===== src/rtl/mem_arbiter_if.sv =====
// Bus bundle for mem_arbiter: CPU and DMA requester ports, the shared memory port,
// and the error/ownership status. slave = arbiter side, master = requesters + memory.
interface mem_arbiter_if #(
    parameter int AW = 32,
    parameter int DW = 32
);
    logic          c_req, c_we, c_ack;
    logic [AW-1:0] c_adr;
    logic [DW-1:0] c_wdata, c_rdata;

    logic          d_req, d_we, d_last, d_ack;
    logic [AW-1:0] d_adr;
    logic [DW-1:0] d_wdata, d_rdata;

    logic          m_req, m_we, m_ack;
    logic [AW-1:0] m_adr;
    logic [DW-1:0] m_wdata, m_rdata;

    logic          err, err_clr, owner;

    modport slave (
        input  c_req, c_we, c_adr, c_wdata,
        output c_rdata, c_ack,
        input  d_req, d_we, d_last, d_adr, d_wdata,
        output d_rdata, d_ack,
        output m_req, m_we, m_adr, m_wdata,
        input  m_rdata, m_ack,
        output err, owner,
        input  err_clr
    );

    modport master (
        output c_req, c_we, c_adr, c_wdata,
        input  c_rdata, c_ack,
        output d_req, d_we, d_last, d_adr, d_wdata,
        input  d_rdata, d_ack,
        input  m_req, m_we, m_adr, m_wdata,
        output m_rdata, m_ack,
        input  err, owner,
        output err_clr
    );
endinterface


===== src/rtl/mem_arbiter.sv =====
// Round-robin arbiter sharing one memory port between CPU and DMA, with bounded
// DMA bursts and an access timeout that raises a sticky error flag.
module mem_arbiter #(
    parameter int AW       = 32,
    parameter int DW       = 32,
    parameter int MAXBURST = 4,
    parameter int TIMEOUT  = 255
) (
    input logic          clk,
    input logic          reset,
    mem_arbiter_if.slave bus
);
    localparam int BW = $clog2(MAXBURST + 1);
    localparam int TW = $clog2(TIMEOUT + 1);

    typedef enum logic [2:0] {IDLE, ACC_C, ACC_D, RESP_C, RESP_D} state_t;

    state_t        state_q, state_d;
    logic          m_req_q, m_req_d, m_we_q, m_we_d;
    logic [AW-1:0] m_adr_q, m_adr_d;
    logic [DW-1:0] m_wdata_q, m_wdata_d;
    logic          c_ack_q, c_ack_d, d_ack_q, d_ack_d;
    logic [DW-1:0] c_rdata_q, c_rdata_d, d_rdata_q, d_rdata_d;
    logic          err_q, err_d, owner_q, owner_d;
    logic          last_q, last_d;        // d_last of the most recent DMA grant
    logic          pref_dma_q, pref_dma_d; // tie goes to DMA when CPU was served last
    logic [BW-1:0] burst_q, burst_d;
    logic [TW-1:0] tmo_q, tmo_d;
    logic          lock, grant_dma, done, tmo_hit;

    always_comb begin
        state_d    = state_q;
        m_req_d    = 1'b0;
        m_we_d     = m_we_q;
        m_adr_d    = m_adr_q;
        m_wdata_d  = m_wdata_q;
        c_ack_d    = 1'b0;
        d_ack_d    = 1'b0;
        c_rdata_d  = c_rdata_q;
        d_rdata_d  = d_rdata_q;
        err_d      = err_q & ~bus.err_clr;
        owner_d    = owner_q;
        last_d     = last_q;
        pref_dma_d = pref_dma_q;
        burst_d    = burst_q;
        tmo_d      = tmo_q;
        lock       = owner_q && !last_q && (burst_q < BW'(MAXBURST)) && bus.d_req;
        grant_dma  = lock || (bus.d_req && (!bus.c_req || pref_dma_q));
        tmo_hit    = (tmo_q == TW'(TIMEOUT - 1));
        done       = bus.m_ack || tmo_hit;

        case (state_q)
            IDLE: begin
                tmo_d = '0;
                if (bus.c_req || bus.d_req) begin
                    m_req_d = 1'b1;
                    if (grant_dma) begin
                        state_d    = ACC_D;
                        m_we_d     = bus.d_we;
                        m_adr_d    = bus.d_adr;
                        m_wdata_d  = bus.d_wdata;
                        last_d     = bus.d_last;
                        owner_d    = 1'b1;
                        pref_dma_d = 1'b0;
                        if (bus.d_last)
                            burst_d = '0;
                        else if (burst_q != BW'(MAXBURST))
                            burst_d = burst_q + BW'(1);
                    end else begin
                        state_d    = ACC_C;
                        m_we_d     = bus.c_we;
                        m_adr_d    = bus.c_adr;
                        m_wdata_d  = bus.c_wdata;
                        owner_d    = 1'b0;
                        pref_dma_d = 1'b1;
                        burst_d    = '0;
                    end
                end
            end
            ACC_C, ACC_D: begin
                if (done) begin
                    // an ack wins over a timeout landing in the same cycle
                    if (state_q == ACC_C) begin
                        state_d   = RESP_C;
                        c_ack_d   = 1'b1;
                        c_rdata_d = bus.m_ack ? bus.m_rdata : '0;
                    end else begin
                        state_d   = RESP_D;
                        d_ack_d   = 1'b1;
                        d_rdata_d = bus.m_ack ? bus.m_rdata : '0;
                    end
                    if (!bus.m_ack)
                        err_d = 1'b1;
                end else begin
                    m_req_d = 1'b1;
                    tmo_d   = tmo_q + TW'(1);
                end
            end
            RESP_C, RESP_D: state_d = IDLE;
            default:        state_d = IDLE;
        endcase
    end

    always_ff @(posedge clk or posedge reset) begin
        if (reset) begin
            state_q    <= IDLE;
            m_req_q    <= 1'b0;
            m_we_q     <= 1'b0;
            m_adr_q    <= '0;
            m_wdata_q  <= '0;
            c_ack_q    <= 1'b0;
            d_ack_q    <= 1'b0;
            c_rdata_q  <= '0;
            d_rdata_q  <= '0;
            err_q      <= 1'b0;
            owner_q    <= 1'b0;
            last_q     <= 1'b1;
            pref_dma_q <= 1'b0;
            burst_q    <= '0;
            tmo_q      <= '0;
        end else begin
            state_q    <= state_d;
            m_req_q    <= m_req_d;
            m_we_q     <= m_we_d;
            m_adr_q    <= m_adr_d;
            m_wdata_q  <= m_wdata_d;
            c_ack_q    <= c_ack_d;
            d_ack_q    <= d_ack_d;
            c_rdata_q  <= c_rdata_d;
            d_rdata_q  <= d_rdata_d;
            err_q      <= err_d;
            owner_q    <= owner_d;
            last_q     <= last_d;
            pref_dma_q <= pref_dma_d;
            burst_q    <= burst_d;
            tmo_q      <= tmo_d;
        end
    end

    assign bus.m_req   = m_req_q;
    assign bus.m_we    = m_we_q;
    assign bus.m_adr   = m_adr_q;
    assign bus.m_wdata = m_wdata_q;
    assign bus.c_ack   = c_ack_q;
    assign bus.d_ack   = d_ack_q;
    assign bus.c_rdata = c_rdata_q;
    assign bus.d_rdata = d_rdata_q;
    assign bus.err     = err_q;
    assign bus.owner   = owner_q;
endmodule


===== src/flat_wrapper.sv =====
// flat-port wrapper written by rule: the top's interface ports become plain ports
module mem_arbiter_flat 
#(
    parameter int AW       = 32,
    parameter int DW       = 32,
    parameter int MAXBURST = 4,
    parameter int TIMEOUT  = 255
)
  (clk, reset, bus_c_req, bus_c_we, bus_c_adr, bus_c_wdata, bus_c_rdata, bus_c_ack, bus_d_req, bus_d_we, bus_d_last, bus_d_adr, bus_d_wdata, bus_d_rdata, bus_d_ack, bus_m_req, bus_m_we, bus_m_adr, bus_m_wdata, bus_m_rdata, bus_m_ack, bus_err, bus_owner, bus_err_clr);
  mem_arbiter_if #(.AW(AW), .DW(DW)) bus_i ();
  input logic clk;
  input logic reset;
  input wire logic [$bits(bus_i.c_req)-1:0] bus_c_req;
  input wire logic [$bits(bus_i.c_we)-1:0] bus_c_we;
  input wire logic [$bits(bus_i.c_adr)-1:0] bus_c_adr;
  input wire logic [$bits(bus_i.c_wdata)-1:0] bus_c_wdata;
  output wire logic [$bits(bus_i.c_rdata)-1:0] bus_c_rdata;
  output wire logic [$bits(bus_i.c_ack)-1:0] bus_c_ack;
  input wire logic [$bits(bus_i.d_req)-1:0] bus_d_req;
  input wire logic [$bits(bus_i.d_we)-1:0] bus_d_we;
  input wire logic [$bits(bus_i.d_last)-1:0] bus_d_last;
  input wire logic [$bits(bus_i.d_adr)-1:0] bus_d_adr;
  input wire logic [$bits(bus_i.d_wdata)-1:0] bus_d_wdata;
  output wire logic [$bits(bus_i.d_rdata)-1:0] bus_d_rdata;
  output wire logic [$bits(bus_i.d_ack)-1:0] bus_d_ack;
  output wire logic [$bits(bus_i.m_req)-1:0] bus_m_req;
  output wire logic [$bits(bus_i.m_we)-1:0] bus_m_we;
  output wire logic [$bits(bus_i.m_adr)-1:0] bus_m_adr;
  output wire logic [$bits(bus_i.m_wdata)-1:0] bus_m_wdata;
  input wire logic [$bits(bus_i.m_rdata)-1:0] bus_m_rdata;
  input wire logic [$bits(bus_i.m_ack)-1:0] bus_m_ack;
  output wire logic [$bits(bus_i.err)-1:0] bus_err;
  output wire logic [$bits(bus_i.owner)-1:0] bus_owner;
  input wire logic [$bits(bus_i.err_clr)-1:0] bus_err_clr;
  assign bus_i.c_req = bus_c_req;
  assign bus_i.c_we = bus_c_we;
  assign bus_i.c_adr = bus_c_adr;
  assign bus_i.c_wdata = bus_c_wdata;
  assign bus_c_rdata = bus_i.c_rdata;
  assign bus_c_ack = bus_i.c_ack;
  assign bus_i.d_req = bus_d_req;
  assign bus_i.d_we = bus_d_we;
  assign bus_i.d_last = bus_d_last;
  assign bus_i.d_adr = bus_d_adr;
  assign bus_i.d_wdata = bus_d_wdata;
  assign bus_d_rdata = bus_i.d_rdata;
  assign bus_d_ack = bus_i.d_ack;
  assign bus_m_req = bus_i.m_req;
  assign bus_m_we = bus_i.m_we;
  assign bus_m_adr = bus_i.m_adr;
  assign bus_m_wdata = bus_i.m_wdata;
  assign bus_i.m_rdata = bus_m_rdata;
  assign bus_i.m_ack = bus_m_ack;
  assign bus_err = bus_i.err;
  assign bus_owner = bus_i.owner;
  assign bus_i.err_clr = bus_err_clr;
  mem_arbiter #(.AW(AW), .DW(DW), .MAXBURST(MAXBURST), .TIMEOUT(TIMEOUT)) u_core (.clk(clk), .reset(reset), .bus(bus_i));
endmodule

===== config.mk =====
export PLATFORM = sky130hd
export DESIGN_NAME = mem_arbiter_flat
export DESIGN_NICKNAME = d
export VERILOG_FILES = /design/src/rtl/mem_arbiter_if.sv /design/src/rtl/mem_arbiter.sv /design/src/flat_wrapper.sv
export SDC_FILE = /design/constraint.sdc
export NUM_CORES = 1
export LEC_CHECK = 0
export BUFFER_PORTS_ARGS = -buffer_cell sky130_fd_sc_hd__buf_4
export CELL_PAD_IN_SITES_DETAIL_PLACEMENT = 0
export CELL_PAD_IN_SITES_GLOBAL_PLACEMENT = 1
export CORE_MARGIN = 2
export CORE_UTILIZATION = 37
export DETAILED_ROUTE_END_ITERATION = 16
export GPL_TIMING_DRIVEN = 0
export PLACE_DENSITY = 0.86
export SYNTH_ARGS = -nofsm -noshare
export SYNTH_HDL_FRONTEND = slang
export SYNTH_SLANG_ARGS = --single-unit

===== constraint.sdc =====
create_clock -name clk -period 7.6 [get_ports clk]
set_input_delay 0.38 -clock clk [delete_from_list [all_inputs] [get_ports clk]]
set_output_delay 0.38 -clock clk [all_outputs]
set_load 0.005 [all_outputs]

==> results of run 1 <==
stage by stage:
step | setup slack, ps | hold slack (ps) | cell area [um2] | utilization, % | power (mW)
final | 5180 | 146 | 9350 | 56.8 | 3.84
after global routing | 5080 | 135 | 9350 | 56.8 | 4.06
after CTS | 5260 | 130 | 9350 | 56.8 | 3.86
after detailed placement | 5250 | 443 | 8760 | 53.2 | 3.01
after global placement | 1680 | 468 | 8730 | 53.0 | 2.96
after floorplan | 3190 | 457 | 6190 | - | 2.15
per-layer routing:
layer / part of all wire, % / vias to the layer above / GRT usage (%) / wire length [um]
met2: 51 / 195 / 38.9 / 10600
met1: 41 / 2838 / 28.9 / 8350
li1: - / 2548 / - / -
met3: 5.3 / 35 / 5.21 / 1090
met4: 2.6 / 0 / 8.63 / 537
met5: 0 / - / 0 / 0
cell usage after synthesis, drive strengths merged (2+ instances only):
cell	number	area (um2)
a211o	2	17.5
a21o	3	22.5
a21oi	5	25.0
a221o	61	611
a22o	65	569
a31oi	2	12.5
and3	65	407
buf	16	98.8
clkbuf	32	121
dfrtp	149	3730
ha	4	50.1
inv	10	37.5
mux2	2	22.5
mux2i	6	60.1
nand2	14	52.6
nand3	7	35.0
nand4	2	12.5
nor2	10	37.5
nor3	2	10.0
nor4b	2	17.5
o21ai	8	40.0
o22ai	2	12.5
or2	4	25.0
or3	2	12.5
worst min-delay path by stage:
stage                                     from  slack (ps)  depth (start not counted)                endpoint
after detailed placement                 reset         440                          2  u_core.bus.c_rdata[19]
after floorplan              u_core.pref_dma_q         460                          2       u_core.pref_dma_q
after CTS                          bus_err_clr         130                          2          u_core.bus.err
after global routing               bus_err_clr         130                          2          u_core.bus.err
after global placement    u_core.bus.m_adr[31]         470                          2    u_core.bus.m_adr[31]
final                              bus_err_clr         150                          2          u_core.bus.err
area by class of cell:
cell class / instances / area share [%]
timing repair buffer: 304 / 24.6
buffer: 48 / 2.35
tap: 220 / 2.94
inverter: 10 / 0.455
multi-input combinational: 283 / 23.2
clock buffer: 20 / 4.88
sequential: 150 / 40.1
clock inverter: 11 / 1.34
sequential cells by signal, summed over array words and instances, names as in the netlist, 3 cells and up:
name / cells
u_core.bus.c_rdata: 32
u_core.bus.d_rdata: 32
u_core.bus.m_adr: 32
u_core.bus.m_wdata: 32
u_core.tmo_q: 8
u_core.burst_q: 3
u_core.state_q: 3
layout by cell type, fill, tap and decap left out, types with 3 or more instances in the layout:
master and instances:
a221o_1 61, inv_6 3, inv_1 9, mux2i_1 6
and3_1 65, nor2_1 10, buf_2 13, clkbuf_16 17
nand3_1 7, a21o_1 3, o21ai_0 7, ha_1 4
clkinv_2 3, clkbuf_1 32, a21oi_1 5, dfrtp_1 149
nand2_1 14, a22o_1 65, buf_4 302, or2_2 3
buf_6 3
where the power goes:
group / internal [mW] / switching [mW]
sequential: 1.17 / 0.233
combinational: 0.909 / 0.693
clock: 0.500 / 0.335
cells by family (layout without fill, tap and decap cells):
family / Yosys count / after routing / share of synthesized area [%]
AO/OA/AOI/OAI: 156 / 156 / 22.3
AND/OR/NAND/NOR: 114 / 114 / 10.6
multiplexers: 8 / 8 / 1.33
adder cells (fa/ha/maj): 4 / 4 / 0.809
buffers and inverters: 58 / 393 / 4.17
XOR/XNOR: 1 / 1 / 0.142
flip-flops: 150 / 150 / 60.7
worst max-delay path: stages, from the launching register on:
cell and delay (ps):
dfstp_2 520, nor3b_1 50, o21ai_1 650, nor2_1 400
clkbuf_1 330, a221o_1 350
repair_timing:
action	in CTS	in global routing
resized for setup	0	0
hold endpoints to repair	16	0
hold buffers	1	0
setup endpoints to repair	0	0
==> metrics.txt, run 1 <==
clk buf depth=2; Synth Instances=491; H-tree levels=4; critical path capture point type=flip-flop; Synthesis Warnings=0; post-synth cell types=44; Layout area overhead=51.2%; fin cells=1,046; Root Driver=clkbuf_16; final setup fails=0; global-route wire length before repair=roughly 32,000 um; setup TNS=0 ps; layout cells sized above 1=43.3%; largest net degree at the start of global routing=103; Async S/R FF share, synth=100%; chip width=133 um; Port Buffers=302; Hold Path Class=in2reg; relative slew slack=approximately 44%; P_leak=4.92 nW; Syn Nets=about 660; IO Pins=between 300 and 400; gr usage total=23.0%; Final Hold Fails=0; total CTS buffers=17; Seq cells post-synth=150; vias in the first global route=5,846; via count=around 5,600; nets=987; via density per instance=approximately 5.4; postcts setup bufs=0; CP Data Required Time=7900 ps; DRT Wirelength=a little over 20,000 um; Post-synth EDFFs=0; Max Freq=414 MHz; DR pass1 iterations=5; R2R setup slack=5180 ps; Final Critical Period=2420 ps; CP Max Fanout=10; HPWL Detailed=15,600 um; Placement Rows=47; leading register cell type out of synthesis=dfrtp_1; Overflow after GRT=0; clk_skew=around 10 ps; slew of the pin with the lowest slew margin=830 ps; RSZ-0062 raised after global routing=no; wire length per cell=19.6 um; clock latency on the worst-skew pair=420 ps; die area=between 15,000 and 20,000 um2; Placed Cells=1,014; # DRC=0; Seq/Total Area, Yosys=60.7%; status=finished clean; Worst R2R Path Depth=5; Filler cells=~1,400; VDD IR max=0.000182 V; initial antenna violation count=0; ANT cells=0; Final ANT Viol Nets=0; power density over the cells=410 nW/um2; gpl congestion=roughly 0.87; number of max-cap violations=0; Critical Path End=u_core.bus.m_adr[3]; pins over their slew limit=0; WS Path Type=reg2reg; Mean Syn Cell Area=around 13 um2; Critical Path AT=2720 ps; Initial Util=between 30% and 40%; core area=16,500 um2; Iteration-0 DRC Markers=302; cell area after synthesis=6190 um2; r2r endpoint=u_core.bus.m_adr[3]; FF-to-FF Start=u_core.last_q; element type at the critical path start=flip-flop; TritonCTS Sinks=150; TritonCTS clock tree=yes; final period utilization=31.8%; area of the multi-input gates=2170 um2; beginning of the critical path=u_core.last_q; die height=133 um; register cell area after layout=3750 um2; clock-pin slew on the worst setup and hold paths=60 ps
(Power assumes the default switching activity.)
==> run 2, diff against run 1 <==
Settings changed: CORE_UTILIZATION 37 to 35, PLACE_DENSITY 0.86 to 0.82.
Clock period 7.6 ns to 2.4 ns, I/O delays scaled along.
==> run 2 against run 1 <==
Net effect:
- count of clock-buffer cells in the layout down 2
- largest power group unchanged
- largest cell class unchanged
- highest routed layer unchanged
- non-clock buffer count up 99
- worst setup slack worse by 5000 ps
- final cell count up 9.9%
- sequential share of layout area down 4.2 points
- clock skew down 1.5 ps
- critical path depth up 3
- first-iteration DRC count up 25%
- fmax up 7.1%
- total power rose to 3.3 times the previous value
- final area up 12%
==> metrics.txt, run 2 (synthesis gave the netlist of run 1 again) <==
Layout area overhead=69.0%; crit path cell chain=buf_6, or3_1, buf_2, nor2_1, clkbuf_2, clkbuf_1, and3_1, a221o_1; pins over their slew limit=0 (unchanged); # DRC=0 (unchanged); power density over the cells=1220 nW/um2 (+200%); clock latency on the worst-skew pair=420 ps (about the same); DRT Wirelength=22,300 um (+8.4%); via density per instance=5.26 (-2.1%); worst stage delay on the critical path=370 ps (-280 ps); gpl congestion=0.939 (+8.5%); CP Data Required Time=2760 ps (-5140 ps); die area=18,800 um2 (+5.5%); Hold Slack=14.0 ps (-132 ps); total CTS buffers=17 (unchanged); Placement Rows=48 (+2.1%); register cell area after layout=3750 um2 (unchanged); Overflow after GRT=0 (unchanged); slew of the pin with the lowest slew margin=656 ps (-174 ps); die height=137 um (+2.7%); most frequent cells in the layout=buf_4 (302), dfrtp_1 (149), dlygate4sd3_1 (97), and3_1 (65), a22o_1 (65); WS Path Type=reg2reg; gr usage total=23.7% (+0.75 points); status=finished clean; DR pass1 iterations=4 (-1); Crit-path slowest cell=dfrtp_1; final period utilization=94.1% (+62 points); initial antenna violation count=0 (unchanged); Critical Path AT=2610 ps (-110 ps); clock-pin slew on the worst setup and hold paths=70 ps (about the same); CP Max Fanout=10 (unchanged); final setup fails=0 (unchanged); critical path capture point type=flip-flop; TritonCTS clock tree=yes; RSZ-0062 raised after global routing=no; IO Pins=303 (unchanged); vias in the first global route=6,338 (+8.4%); postcts setup bufs=0 (unchanged); clk_skew=9.02 ps (-1.46 ps); wire length per cell=19.4 um (-1.4%); largest net degree at the start of global routing=43 (-58%); ANT cells=0 (unchanged); number of max-cap violations=0 (unchanged); VDD IR max=0.000565 V (+210%); Final Hold Fails=0 (unchanged); relative slew slack=56.3% (+12 points); Filler cells=1,436 (+0.49%); via count=6,047 (+7.7%); Crit path max-delay family=buffers and inverters; Initial Util=35.8% (-1.8 points); Port Buffers=302 (unchanged); Placed Area=8820 um2 (+0.66%); layout cells sized above 1=39.4% (-4.0 points); design area=10,500 um2 (+12%); Root Driver=clkbuf_16; nets=1,086 (+10%); most common cell after layout, fill and taps aside=buf_4; Final ANT Viol Nets=0 (unchanged); number of buffer and inverter stages on the critical path=4 (+3); Iteration-0 DRC Markers=378 (+25%); Final Critical Period=2260 ps (-161 ps); chip width=137 um (+2.7%); core area=17,300 um2 (+5.0%); H-tree levels=4 (unchanged); element type at the critical path start=flip-flop; Hold Path Class=in2reg; Max Freq=443 MHz (+7.1%); clk buf depth=2 (unchanged); P_leak=5.37 nW (+9.2%); HPWL Detailed=16,200 um (+3.9%); global-route wire length before repair=34,100 um (+6.5%); TritonCTS Sinks=150 (unchanged); area of the multi-input gates=2180 um2 (+0.29%)
run 2: cell count changes in the layout (fill, tap and decap cells not counted), moves of 3 or more:
| cell | previous run | this run |
|---|---|---|
| clkinv_2 | 3 | 0 |
| dlygate4sd3_1 | 1 | 97 |
| bufinv_16 | 2 | 5 |
| buf_12 | 0 | 4 |
run 2: where the power goes:
group | total (mW) | switching [mW] | internal [mW]
combinational | 5.31 | 2.31 | 2.99
clock | 2.98 | 1.10 | 1.88
sequential | 4.45 | 0.752 | 3.70
total | 12.7 | 4.16 | 8.58
run 2: final cells by class:
| class | instances | share of cell area, % |
|---|---|---|
| sequential | 150 | 35.9 |
| clock buffer | 18 | 4.20 |
| timing repair buffer | 403 | 31.7 |
| inverter | 10 | 0.395 |
| buffer | 48 | 2.11 |
| multi-input combinational | 283 | 20.9 |
| clock inverter | 13 | 2.08 |
| tap | 225 | 2.69 |
run 2: worst register-to-register path: cells and delay by family (launching register included):
family | cells | cell delay, ps
AOI/OAI and AO/OA | 1 | 120
buffers and inverters | 4 | 930
DFF | 1 | 370
and+or+nand+nor | 3 | 780
run 2: path summary, 6_finish.rpt:
check,start,end,slack (ps),cells past startpoint
worst max-delay path,u_core.state_q[2],u_core.bus.m_adr[14],140,8
worst min-delay path,bus_d_wdata[31],u_core.bus.m_wdata[31],10,3
worst max register to register,u_core.state_q[2],u_core.bus.m_adr[14],140,8
worst min register to register,u_core.bus.m_we,u_core.bus.m_we,490,2
max in group asynchronous,reset,u_core.bus.d_rdata[26],1500,5
min in group asynchronous,reset,u_core.bus.c_rdata[7],190,3
run 2: layer usage:
layer	part of all wire, %	track usage, %	vias up
met2	49	37.9	232
met4	4.9	14.0	0
met3	5.1	4.96	70
met5	0	0	-
met1	41	29.7	2999
li1	-	-	2746
run 2: what timing repair did:
action	CTS	global route
gates resized for setup	0	2
hold buffers	97	0
endpoints found under the hold margin	213	0
endpoints found under the setup margin	0	25
run 2: per-stage QoR:
step / power [mW] / TNS (ps) / cells / util, % / worst slack [ps]
after global placement: 9.42 / -66800 / 1018 / 50.5 / -454
after floorplan: 6.81 / 0 / 491 / - / 392
after global routing: 13.4 / 0 / 1150 / 60.4 / 4.52
after detailed placement: 9.60 / 0 / 1022 / 51.0 / 14.4
final: 12.7 / 0 / 1150 / 60.4 / 143
after CTS: 12.8 / 0 / 1150 / 60.4 / 18.1
==> run 3, diff against run 2 <==
Settings changed: PLACE_DENSITY 0.82 to 0.79.
==> run 3 against run 2 <==
Net effect:
- worst hold slack better by 3.4 ps
- critical path type unchanged
- clock skew rose by 9.1 ps
- sequential power about the same
- non-clock buffer count is 2 higher
- largest cell class unchanged
- sequential share of layout area grew 0.23 points
- final area down 0.62%
==> metrics.txt, run 3 (synthesis gave the netlist of run 1 again) <==
total CTS buffers=17 (unchanged); Critical Path AT=2590 ps (-20 ps); Root Driver=clkbuf_16; via density per instance=5.33 (+1.3%); Max Freq=436 MHz (-1.6%); clock-pin slew on the worst setup and hold paths=60 ps (about the same); setup TNS=0 ps (unchanged); Final Critical Period=2290 ps (+35.6 ps); Hold Path Class=in2reg; Overflow after GRT=0 (unchanged); gpl congestion=0.952 (+1.3%); GR Layer Usage met1=30.8% (+1.2 points); Final ANT Viol Nets=0 (unchanged); die area=18,800 um2 (unchanged); Worst R2R Path Depth=5 (-3); Final Hold Fails=0 (unchanged); final setup fails=0 (unchanged); critical path capture point type=flip-flop; VDD IR max=0.000648 V (+15%); IO Pins=303 (unchanged); DRT Wirelength=22,400 um (+0.30%); most frequent cells in the layout=buf_4 (302), dfrtp_1 (149), dlygate4sd3_1 (100), and3_1 (65), a22o_1 (65); number of max-cap violations=0 (unchanged); TritonCTS Sinks=150 (unchanged); beginning of the critical path=u_core.last_q; nets=1,088 (+0.18%); clk_skew=18.1 ps (+9.13 ps); Layout area overhead=67.9%; Placement Rows=48 (unchanged); vias in the first global route=6,271 (-1.1%); die height=137 um (unchanged); Filler cells=1,433 (-0.21%); element type at the critical path start=flip-flop; Core Util, Final=60.1% (-0.38 points); r2r endpoint=u_core.burst_q[0]; P_leak=5.34 nW (-0.52%); clk buf depth=2 (unchanged); Initial Util=35.8% (unchanged); Critical Path End=u_core.burst_q[0]; CP Max Fanout=10 (unchanged); TritonCTS clock tree=yes; RSZ-0062 raised after global routing=no; # DRC=0 (unchanged); WS Path Type=reg2reg; Port Buffers=302 (unchanged); status=finished clean; core area=17,300 um2 (unchanged); clock latency on the worst-skew pair=430 ps (about the same); initial antenna violation count=0 (unchanged); most common cell after layout, fill and taps aside=buf_4; ANT cells=0 (unchanged); CP Data Required Time=2700 ps (-60 ps); H-tree levels=4 (unchanged); Iteration-0 DRC Markers=361 (-4.5%); via count=6,140 (+1.5%); global-route wire length before repair=34,100 um (about the same); met2 GRT Util=39.2% (+1.2 points); power density over the cells=1190 nW/um2 (-2.2%); gr usage total=23.7% (about the same); slew of the pin with the lowest slew margin=799 ps (+143 ps); final period utilization=95.5% (+1.5 points); wire length per cell=19.4 um (about the same); chip width=137 um (unchanged); FF-to-FF Start=u_core.last_q; GR peak layer=met2; postcts setup bufs=0 (unchanged); layout cells sized above 1=39.3% (about the same); Hold Slack=17.5 ps (+3.42 ps); DR pass1 iterations=5 (+1); largest net degree at the start of global routing=47 (+9.3%); GR Util met3=5.15% (+0.19 points); pins over their slew limit=0 (unchanged); HPWL Detailed=16,300 um (+0.79%); R2R setup slack=110 ps (-40 ps); relative slew slack=46.6% (-9.6 points)
-- run 3: changes by cell type in the layout (fill, tap and decap cells not counted) --
cell           delta
dlygate4sd3_1     +3
clkinvlp_4        +1
clkinv_4          -1
buf_12            -1
clkbuf_1          -2
clkbuf_8          -1
inv_8             +6
inv_6             -1
bufinv_16         -5
o21ai_1           +1
clkbuf_2          +2
clkinv_8          +2
o21ai_2           -1
-- run 3: through the flow --
stage,setup slack (ps),area [um2],total power [mW],cells
2_1_floorplan,392,6190,6.81,491
3_3_place_gp,-507,8740,9.44,1018
3_5_place_dp,-101,8800,9.60,1021
4_1_cts,107,10400,12.4,1153
5_1_grt,9.84,10400,13.1,1153
6_report,107,10400,12.4,1153
-- run 3: timing repair --
item,4_1_cts,5_1_grt
gates resized for setup,1,4
cloned,0,0
hold buffers,100,0
pin swaps,0,0
setup endpoints to repair,20,16
hold endpoints to repair,163,0
-- run 3: power by group --
part	total, mW	internal [mW]	switching [mW]
combinational	5.30	3.00	2.31
sequential	4.45	3.70	0.757
clock	2.62	1.39	1.23
total	12.4	8.09	4.29
-- run 3: layer usage --
metal  vias to the layer above  part of all wire [%]
met5                         -                     0
met4                         0                   2.5
met3                        44                   5.5
met2                       258                    51
met1                      3082                    41
li1                       2756                     -
-- run 3: worst min path at each step --
stage / start / to / slack [ps] / cells after the start
2_1_floorplan: bus_err_clr / u_core.bus.err / 220 / 1
3_3_place_gp: bus_err_clr / u_core.bus.err / 310 / 2
3_5_place_dp: reset / u_core.bus.m_wdata[16] / 300 / 2
4_1_cts: bus_c_wdata[19] / u_core.bus.m_wdata[19] / 0.8 / 3
5_1_grt: bus_c_wdata[19] / u_core.bus.m_wdata[19] / 10 / 3
6_report: bus_d_wdata[31] / u_core.bus.m_wdata[31] / 20 / 3
-- run 3: area by class of cell --
class                           instances  area, um2  share of cell area [%]
Sequential cell                       150       3750                    36.1
Tap cell                              225        282                    2.71
Multi-Input combinational cell        283       2180                    21.0
Buffer                                 48        223                    2.14
Clock inverter                         15        158                    1.52
Timing Repair Buffer                  405       3330                    32.0
Clock buffer                           17        425                    4.09
Inverter                               10       41.3                   0.397
-- run 3: critical path, cell delays in order (launching register included) --
cell,delay (ps)
dfstp_2,530
nor3b_1,50
o21ai_1,580
clkbuf_1,550
o31ai_1,180
mux2_2,290
